==> src/rtl/mem_arbiter_pkg.sv <==
// Shared constants for the two-port data-memory arbiter: FSM encoding and port indices.
package mem_arbiter_pkg;

  localparam logic [1:0] IDLE  = 2'd0;
  localparam logic [1:0] ISSUE = 2'd1;
  localparam logic [1:0] WAIT  = 2'd2;
  localparam logic [1:0] DONE  = 2'd3;

  localparam logic PORT_CPU = 1'b0;
  localparam logic PORT_AUX = 1'b1;

  function automatic logic [1:0] port_onehot(input logic idx);
    return idx ? 2'b10 : 2'b01;
  endfunction

endpackage

==> src/rtl/mem_arbiter_rr_pick.sv <==
// Combinational two-way round-robin picker; with MEM_ARBITER_LOCK_EN a held lock
// restricts the choice to the current owner.
module rr_pick
  import mem_arbiter_pkg::*;
(
  input  logic [1:0] req,
  input  logic       prio,
`ifdef MEM_ARBITER_LOCK_EN
  input  logic       locked,
  input  logic       owner,
`endif
  output logic       grant_valid,
  output logic       grant_idx
);

  always_comb begin
    grant_valid = 1'b0;
    grant_idx   = prio;
`ifdef MEM_ARBITER_LOCK_EN
    if (locked) begin
      grant_valid = req[owner];
      grant_idx   = owner;
    end else begin
`else
    begin
`endif
      case (req)
        2'b01:   begin grant_valid = 1'b1; grant_idx = PORT_CPU; end
        2'b10:   begin grant_valid = 1'b1; grant_idx = PORT_AUX; end
        2'b11:   begin grant_valid = 1'b1; grant_idx = prio;     end
        default: begin grant_valid = 1'b0; grant_idx = prio;     end
      endcase
    end
  end

endmodule

==> src/rtl/mem_arbiter.sv <==
// Two-requester arbiter and access sequencer for a single-port synchronous memory.
// Optional feature macro: MEM_ARBITER_LOCK_EN (adds lock input for atomic sequences).
//
// Handshake: a master raises req[i] with we/addr/wdata stable and holds them until it
// samples ack[i]=1 (a one-cycle pulse); it drops req on that same edge. rdata is valid
// while ack is high for a read.
module mem_arbiter
  import mem_arbiter_pkg::*;
#(
  parameter int ADDR_WIDTH   = 6,
  parameter int DATA_WIDTH   = 16,
  parameter int READ_LATENCY = 1
) (
  input  logic                    clk,
  input  logic                    rst_n,
  input  logic [1:0]              req,
  input  logic [1:0]              we,
  input  logic [2*ADDR_WIDTH-1:0] addr,
  input  logic [2*DATA_WIDTH-1:0] wdata,
`ifdef MEM_ARBITER_LOCK_EN
  input  logic [1:0]              lock,
`endif
  output logic [1:0]              ack,
  output logic [DATA_WIDTH-1:0]   rdata,
  output logic                    busy,
  output logic                    owner,
  output logic [1:0]              dbg_state,
  input  logic [DATA_WIDTH-1:0]   mem_in,
  output logic                    mem_we,
  output logic [ADDR_WIDTH-1:0]   mem_addr,
  output logic [DATA_WIDTH-1:0]   mem_data
);

  logic [1:0]            state;
  logic                  prio;
  logic                  owner_q;
  logic [2:0]            wait_cnt;
  logic                  cmd_we;
  logic [ADDR_WIDTH-1:0] cmd_addr;
  logic [DATA_WIDTH-1:0] cmd_wdata;
  logic [DATA_WIDTH-1:0] rdata_q;
  logic                  grant_valid;
  logic                  grant_idx;
`ifdef MEM_ARBITER_LOCK_EN
  logic                  locked;
`endif

  rr_pick u_pick (
    .req         (req),
    .prio        (prio),
`ifdef MEM_ARBITER_LOCK_EN
    .locked      (locked),
    .owner       (owner_q),
`endif
    .grant_valid (grant_valid),
    .grant_idx   (grant_idx)
  );

  always_ff @(posedge clk) begin
    if (!rst_n) begin
      state     <= IDLE;
      prio      <= PORT_CPU;
      owner_q   <= PORT_CPU;
      wait_cnt  <= 3'd0;
      cmd_we    <= 1'b0;
      cmd_addr  <= '0;
      cmd_wdata <= '0;
      rdata_q   <= '0;
`ifdef MEM_ARBITER_LOCK_EN
      locked    <= 1'b0;
`endif
    end else begin
      case (state)
        IDLE: begin
          if (grant_valid) begin
            owner_q   <= grant_idx;
            cmd_we    <= we[grant_idx];
            cmd_addr  <= grant_idx ? addr[2*ADDR_WIDTH-1:ADDR_WIDTH] : addr[ADDR_WIDTH-1:0];
            cmd_wdata <= grant_idx ? wdata[2*DATA_WIDTH-1:DATA_WIDTH] : wdata[DATA_WIDTH-1:0];
            state     <= ISSUE;
          end
        end
        ISSUE: begin
          if (cmd_we) begin
            state <= DONE;
          end else begin
            wait_cnt <= 3'(READ_LATENCY - 1);
            state    <= WAIT;
          end
        end
        WAIT: begin
          if (wait_cnt != 3'd0) begin
            wait_cnt <= wait_cnt - 3'd1;
          end else begin
            rdata_q <= mem_in;
            state   <= DONE;
          end
        end
        DONE: begin
`ifdef MEM_ARBITER_LOCK_EN
          // A held lock keeps priority with the owner so its next access follows directly.
          if (lock[owner_q]) begin
            locked <= 1'b1;
          end else begin
            locked <= 1'b0;
            prio   <= ~owner_q;
          end
`else
          prio <= ~owner_q;
`endif
          state <= IDLE;
        end
        default: state <= IDLE;
      endcase
    end
  end

  // Command registers only change on accept, so the memory bus holds its last value when idle.
  assign mem_addr  = cmd_addr;
  assign mem_data  = cmd_wdata;
  assign mem_we    = (state == ISSUE) && cmd_we;
  assign ack       = (state == DONE) ? port_onehot(owner_q) : 2'b00;
  assign rdata     = rdata_q;
  assign busy      = (state != IDLE);
  assign owner     = owner_q;
  assign dbg_state = state;

endmodule
==> config.mk <==
export PLATFORM = sky130hd
export DESIGN_NAME = mem_arbiter
export DESIGN_NICKNAME = d
export VERILOG_FILES = /design/src/rtl/mem_arbiter_pkg.sv /design/src/rtl/mem_arbiter_rr_pick.sv /design/src/rtl/mem_arbiter.sv
export SDC_FILE = /design/constraint.sdc
export NUM_CORES = 1
export LEC_CHECK = 0
export ABC_AREA = 1
export ABC_CLOCK_PERIOD_IN_PS = 2850
export CAP_MARGIN = 20
export CORE_MARGIN = 2
export CORE_UTILIZATION = 44
export DETAILED_ROUTE_END_ITERATION = 10
export GPL_ROUTABILITY_DRIVEN = 0
export GPL_TIMING_DRIVEN = 0
export MAX_ROUTING_LAYER = met4
export PLACE_DENSITY = 0.91
export SYNTH_ARGS = -nofsm -noshare
export SYNTH_HDL_FRONTEND = slang
export SYNTH_SLANG_ARGS = --single-unit
==> constraint.sdc <==
create_clock -name clk -period 2.85 [get_ports clk]
set_input_delay 0.4275 -clock clk [delete_from_list [all_inputs] [get_ports clk]]
set_output_delay 0.4275 -clock clk [all_outputs]
set_load 0.01 [all_outputs]
==> results of run 1 <==
worst max-delay path, cell delays in order, from the launching register on:
cell and delay (ps):
dfxtp_1 440, inv_1 120, ha_1 220, inv_1 100, clkdlybuf4s50_1 550
worst max-delay path by stage:
stage / to / from / cells past startpoint / slack [ps]
4_1_cts: busy / dbg_state[0]$_SDFFE_PN0P_ / 4 / 690
3_5_place_dp: mem_data[7]$_SDFFE_PN0P_ / req[0] / 9 / 700
3_3_place_gp: mem_data[4]$_SDFFE_PN0P_ / req[0] / 9 / 740
5_1_grt: mem_we / dbg_state[1]$_SDFFE_PN0P_ / 5 / 610
6_report: busy / dbg_state[0]$_SDFFE_PN0P_ / 4 / 700
2_1_floorplan: mem_data[10]$_SDFFE_PN0P_ / req[0] / 8 / 1400
cells by family (layout without fill, tap and decap cells):
kind of cell / count (synthesis) / in the layout / share of synthesized area [%]
flops: 46 / 46 / 40.0
compound gates: 42 / 42 / 9.68
simple gates: 173 / 173 / 31.0
fa+ha+maj: 9 / 9 / 4.90
buf+inv: 72 / 189 / 14.4
power by group:
part	total (W)	switching (W)	internal, W
sequential	0.00102	0.000137	0.000888
combinational	0.00161	0.000793	0.000814
clock	0.000491	0.000211	0.000281
layer usage:
| metal | up-vias | part of all wire (%) | GRT usage (%) |
|---|---|---|---|
| met5 | - | 0 | - |
| met4 | 0 | 2.2 | 7.64 |
| met3 | 15 | 6.4 | 5.92 |
| met2 | 95 | 49 | 39.7 |
| met1 | 1098 | 42 | 24.5 |
| li1 | 1266 | - | - |
layout make-up:
cell class                 instances  area, um^2  share of cell area, %
tap                               70        87.6                   2.43
timing repair buffer             110        1100                   30.6
multi-input combinational        224        1050                   29.1
sequential                        46         921                   25.6
inverter                          55         206                   5.73
clock buffer                       6        82.6                   2.29
buffer                            17         124                   3.44
clock inverter                     1        30.0                  0.834
state kept, by name, summed over array words and instances (netlist names):
register,flops
mem_data,16
rdata,16
mem_addr,6
wait_cnt,3
dbg_state,2
cmd_we,1
owner,1
prio,1
per-stage QoR:
step                      setup slack (ps)  util (%)  total power, W
after floorplan                       1400         -         0.00190
final                                  704      71.0         0.00312
after global placement                 736      68.7         0.00258
after detailed placement               700      68.7         0.00264
after CTS                              694      71.0         0.00315
after global routing                   610      71.0         0.00337
placed cells by master, fill, tap and decap left out, drive strengths merged:
cell | Yosys | layout
ha | 9 | 9
bufinv | 0 | 1
nor2 | 55 | 55
clkdlybuf4s50 | 0 | 110
a21oi | 20 | 20
clkinv | 1 | 1
inv | 54 | 54
nand3 | 28 | 28
nand2 | 89 | 89
clkbuf | 4 | 10
nand3b | 1 | 1
a211oi | 1 | 1
o21ai | 20 | 20
buf | 13 | 13
dfxtp | 46 | 46
a21boi | 1 | 1
==> results.md, run 1 <==
- Once the floorplan was initialized, standard cells occupied 45.3% of the core.
- After routing, the total negative slack on setup checks comes to 0 ps.
- Setup repair after global routing left no endpoint under its margin.
- The power per cell area is 867 mW/mm^2.
- The placed standard-cell area is 0.00349 mm^2.
- After global routing the overflow that remains totals 0.
- The number of cell instances on the worst register-to-register path is 7.
- Post-CTS timing repair inserted 0 buffers for setup.
- The leakage power figure is 1.66 nW.
- Summed over all layers, the routed wires come to 6220 um.
- Summing the sequential cell areas from Yosys gives 40.0% of the chip area.
- Max-cap violations in this run came to 0.
- The netlist uses 23 different library cells.
- The fraction of layout instances using a drive strength above 1 is 5.88%.
- Setup violations remaining at the end of the flow were counted as 0.
- Clock latency on the worst-skew pair, taken at its later pin, is 290 ps.
- Data on the critical path arrives at its endpoint at 1720 ps.
- The total vias in the final route is 2474.
- By startpoint and endpoint, the worst setup path is classified as register to primary output.
- The sort of element at the end of the critical path is a primary output.
- Headroom to the max-slew limit came out at 70.0%.
- The first-pass detailed-route iteration total is 4.
- The overall fraction of global-route tracks in use is 22.5%.
- The number of warning messages in the yosys log is 0.
- In the synthesized netlist, the number of instances is 342.
- The via count of the first global-routing pass is 2390.
- The full die area is 0.00582 mm^2.
- The highest achievable clock rate is 466 MHz.
- For this run, the leading register cell type out of synthesis is dfxtp_1.
- On the final layout, the worst clock skew is 6.83 ps.
- The area of all placed cells without fillers is 0.00360 mm^2.
- No sink is reached through more buffers than the 2 on the longest clock path.
- STA puts the critical path data required time at 2420 ps.
- The leading cell type by number of instances after synthesis is nand2_1.
- The worst hold margin is 448 ps.
- Of the post-synthesis cell area, the dominant cell type holds 40.0%.
- The run finished with clean final reports.
- The cell type with the highest aggregate area in the netlist is dfxtp_1.
- The average wire per cell in the routed design is 11.8 um.
- The number of remaining DRC errors is 0.
- The number of hold-repair buffers added at the cts stage is 0.
- In this run the standard cell core region covers 0.00507 mm^2.
- The mean cell area of the mapped netlist is 6.72 um^2.
- The fraction of the cycle the final worst path needs is 75.3%.
- The pin count of the biggest net entering global routing is 14.
- CTS saw 46 sinks.
- The cell area that synthesis handed to floorplanning was 0.00230 mm^2.
- The CTS clock-pin slew for the worst setup and hold paths is 90 ps.
- The number of placed instances with taps included is 522.
- The floorplan step set the die height to 76.3 um.
- Ranked by total cell area, the synthesized netlist is headed by dfxtp_1, nand2_1, inv_1.
- The commonest cells after synthesis are nand2_1, inv_1, nor2_1.
- Counting the buffers created by CTS gives 5.
- The shortest period the worst path allows is 2150 ps.
- The critical register-to-register path startpoint is dbg_state[0]$_SDFFE_PN0P_.
- The path with the worst hold slack has its endpoint at rdata[14]$_SDFFE_PN0P_.
- Once layout is complete, the cells apart from fillers number 529.
- Once detailed placement completed, the half-perimeter wirelength came to 4820 um.
- The violation count after the first detailed-routing iteration is 120.
- At the pin with the least slew margin, the transition time is 449 ps.
- The startpoint identified for the worst hold timing path is rdata[14]$_SDFFE_PN0P_.
- Using the TritonRoute via totals, the vias-per-cell ratio works out to 4.68.
- The count of final hold-check violations came to 0.
- Setup slack on the worst reg-to-reg path comes out at 1200 ps.
- The synthesized netlist net count is 417.
- Buffers placed on the I/O ports in this run total 110.
- The worst hold path passes through 2 cells.
- The number of flops mapped to enable cells by yosys is 0.
- Synthesis inferred 46 register bits.
- The worst-case IR drop observed on VDD is 0.389 mV.
- STA classifies the critical path startpoint as a register.
- The root buffer selected by CTS is clkbuf_8.
- The count of final max-slew check failures was 0.
- The number of I/O pins is 111.
- The wire length of the first global-routing pass is 10500 um.
- Along the worst path, the maximum fanout reaches 6.
- The CTS tree is done.
- The placement row count is 26.
- Compared with the post-synthesis result, the final layout area differs by 56.6%.
- The critical register-to-register path endpoint is rdata[13]$_SDFFE_PN0P_.
- The number of gates resized after CTS was 0.
- Of all flip-flops after synthesis, the portion carrying an async set or reset was 0%.
- The number of H-tree branching levels is 2.
- The final antenna-violating net count is 0.
- In this run the worst hold path is classified as register to register.
- The die outline width is 76.3 um.
- The number of antenna violations at the first check in global routing was 0.
- The filler cell count is 427.
- The final-stage net count is 534.
- 0 antenna diodes ended up in the layout.
(Power assumes the default switching activity.)
==> inputs of run 2 (changes only) <==
Settings changed: ABC_CLOCK_PERIOD_IN_PS 2850 to 2000, CORE_UTILIZATION 44 to 41, PLACE_DENSITY 0.91 to 0.86.
Clock period 2.85 ns to 2 ns, I/O delays scaled along.
==> run 2 against run 1 <==
Clock power rose by 38%; sequential cell count did not move; combinational power up 41%; wire length fell by 3.6%; setup slack worse by 640 ps; largest cell class unchanged.
==> results.md, run 2 (same netlist as run 1, synthesis figures left out) <==
- The startpoint of the most critical hold path is rdata[1]$_SDFFE_PN0P_ (was rdata[14]$_SDFFE_PN0P_).
- The sort of element at the end of the critical path is a primary output (unchanged).
- The number of cell instances on the worst register-to-register path is 7 (unchanged).
- The violation count after the first detailed-routing iteration is 69 (was 120).
- The buffers inserted during post-CTS setup optimization is 0 (unchanged).
- Static timing analysis puts the maximum clock frequency at 517 MHz.
- The initial core utilization is 42.0% (was 45.3%).
- The area of all placed cells without fillers was 0.00360 mm^2 (about the same).
- The final-stage net count is 534 (unchanged).
- The number of remaining DRC errors is 0 (unchanged).
- The average wire per cell in the routed design is 11.3 um (was 11.8 um).
- The highest net fanout along the worst path is 6 (unchanged).
- The critical register-to-register path startpoint was dbg_state[0]$_SDFFE_PN0P_ (unchanged).
- The most common cell after layout, fill and taps aside is clkdlybuf4s50_1 (unchanged).
- The leftover overflow at the end of global routing came to 0 (unchanged).
- The final core utilization was 65.8% (was 71.0%).
- The placed standard-cell area is 0.00349 mm^2 (about the same).
- The clock latency on the worst-skew pair is 290 ps (about the same).
- The area of all sequential standard cells is 926 um^2 (was 921 um^2).
- The category of the most critical setup path is register to primary output (unchanged).
- The wire length of the first global-routing pass is 9630 um (was 10500 um).
- The overall fraction of global-route tracks in use came to 19.9% (was 22.5%).
- The worst endpoint required time is 1700 ps (was 2420 ps).
- The vertical die dimension came to 78.9 um (was 76.3 um).
- The source of the critical timing path is dbg_state[0]$_SDFFE_PN0P_ (unchanged).
- The antenna diode instance count is 0 (unchanged).
- The cell depth of the worst min-delay path is 2 (unchanged).
- The number of H-tree branching levels is 2 (unchanged).
- The number of placed instances with taps included is 524 (was 522).
- The endpoint of the worst hold path was rdata[1]$_SDFFE_PN0P_ (was rdata[14]$_SDFFE_PN0P_).
- The worst min-delay path class is register to register (unchanged).
- The via count of the first global-routing pass is 2246 (was 2390).
- The area of the placeable core was 0.00547 mm^2 (was 0.00507 mm^2).
- The kind of start point of the critical path is a register (unchanged).
- The number of standard cells in the layout, taps in and fillers out came to 532 (was 529).
- Subtracting the final worst setup slack from the clock period gives 1930 ps.
- The area of the multi-input gates is 0.00105 mm^2 (unchanged).
- The number of antenna violations at the first check in global routing was 0 (unchanged).
- Unrepaired setup endpoints after global routing: false (unchanged).
- The die outline width is 78.9 um (was 76.3 um).
- The worst hold margin is 446 ps (was 448 ps).
- The fraction of the cycle the final worst path needs is 96.7%.
- The first-pass detailed-route iteration total is 4 (unchanged).
- The worst stage delay on the critical path is 550 ps (about the same).
- The worst slew margin relative to its limit is 70.5% (was 70.0%).
- Critical path cell sequence: inv_1, ha_1, inv_1, clkdlybuf4s50_1 (unchanged).
- The number of buffers on the longest clock path came to 2 (unchanged).
- The final antenna-violating net count came to 0 (unchanged).
- The worst-case register-to-register setup slack was 450 ps (was 1200 ps).
- The highest ir drop seen on vdd is 0.580 mV (was 0.389 mV).
- The power per cell area came to 1220 mW/mm^2 (was 867 mW/mm^2).
- The pin count of the biggest net entering global routing is 15 (was 14).
- The most frequent cell on the critical path is inv_1 (unchanged).
- The cell type of the slowest stage on the worst timing path is clkdlybuf4s50_1 (unchanged).
- The root buffer selected by CTS is clkbuf_8 (unchanged).
- The placed wire-length estimate after detailed placement is 4610 um (was 4820 um).
- The setup violation total in the final timing report is 0 (unchanged).
- The leakage power figure is 1.67 nW (was 1.66 nW).
- Outcome: finished, final reports clean (unchanged).
- The total routed wirelength is 6000 um (was 6220 um).
- The critical register-to-register path endpoint is rdata[13]$_SDFFE_PN0P_ (unchanged).
- The placement row count was 27 (was 26).
- The CTS clock-pin slew for the worst setup and hold paths is 80 ps (was 90 ps).
- The number of sinks handled by clock tree synthesis came to 46 (unchanged).
- Commonest non-fill, non-tap cells in the layout: clkdlybuf4s50_1, nand2_1, inv_1, nor2_1, dfxtp_1 (unchanged).
- The layout overhead on the synthesized area came to 56.7% (was 56.6%).
- The fraction of layout instances using a drive strength above 1 is 6.52% (was 5.88%).
- The sum of negative setup slack is 0 ps (unchanged).
- The filler cell count is 486 (was 427).
- The average vias per placed instance is 4.55 (was 4.68).
- The count of port buffers added during placement is 110 (unchanged).
- The count of final max-slew check failures came to 0 (unchanged).
- The CTS tree is done (unchanged).
- The critical path arrival is 1630 ps (was 1720 ps).
- The actual slew at the worst max-slew pin is 442 ps (was 449 ps).
- The total vias in the final route is 2418 (was 2474).
- The number of maximum-capacitance violations is 0 (unchanged).
- The count of final hold-check violations was 0 (unchanged).
- The number of I/O pins is 111 (unchanged).
- The full die area came to 0.00622 mm^2 (was 0.00582 mm^2).
- The total CTS buffers is 5 (unchanged).
- The worst-case clock skew is 3.80 ps (was 6.83 ps).
-- run 2: area by class of cell --
type,instances,area share (%)
inverter,55,5.73
multi-input combinational,224,29.1
buffer,17,3.44
clock inverter,3,1.11
clock buffer,5,1.91
timing repair buffer,110,30.5
sequential,46,25.7
tap,72,2.50
-- run 2: per-stage QoR --
step / setup slack (ps) / power (W)
floorplan: 549 / 0.00270
detailed placement: 6.94 / 0.00375
global placement: 44.0 / 0.00369
finish: 65.9 / 0.00441
CTS: 22.9 / 0.00445
global route: 8.37 / 0.00479
-- run 2: where the power goes --
part / switching [W] / internal [W]
sequential: 0.000193 / 0.00127
clock: 0.000310 / 0.000368
combinational: 0.00111 / 0.00116
-- run 2: worst max-delay path by stage --
stage                                    end  slack, ps  depth (start not counted)
finish                                  busy         70                          4
CTS                                     busy         20                          4
global placement         cmd_we$_SDFFE_PN0P_         40                          9
global route                            busy          8                          4
floorplan             rdata[12]$_SDFFE_PN0P_        550                          7
detailed placement  mem_data[5]$_SDFFE_PN0P_          7                          9
-- run 2: what timing repair did --
item	CTS	global route
resized for setup	3	1
setup endpoints to repair	2	1
hold buffers	0	0
endpoints found under the hold margin	0	0
-- run 2: layer usage --
metal	vias to the layer above	routed length, um	global-route usage, %
li1	1270	-	-
met1	1059	2580	22.0
met2	83	2930	36.2
met3	6	431	4.43
met4	0	61	5.69
met5	-	0	-
-- run 2: critical path, delay by kind of cell (launching register included) --
kind | cells | cell delay, ps
adder cells (fa/ha/maj) | 1 | 220
buffers and inverters | 3 | 740
flip-flops | 1 | 380
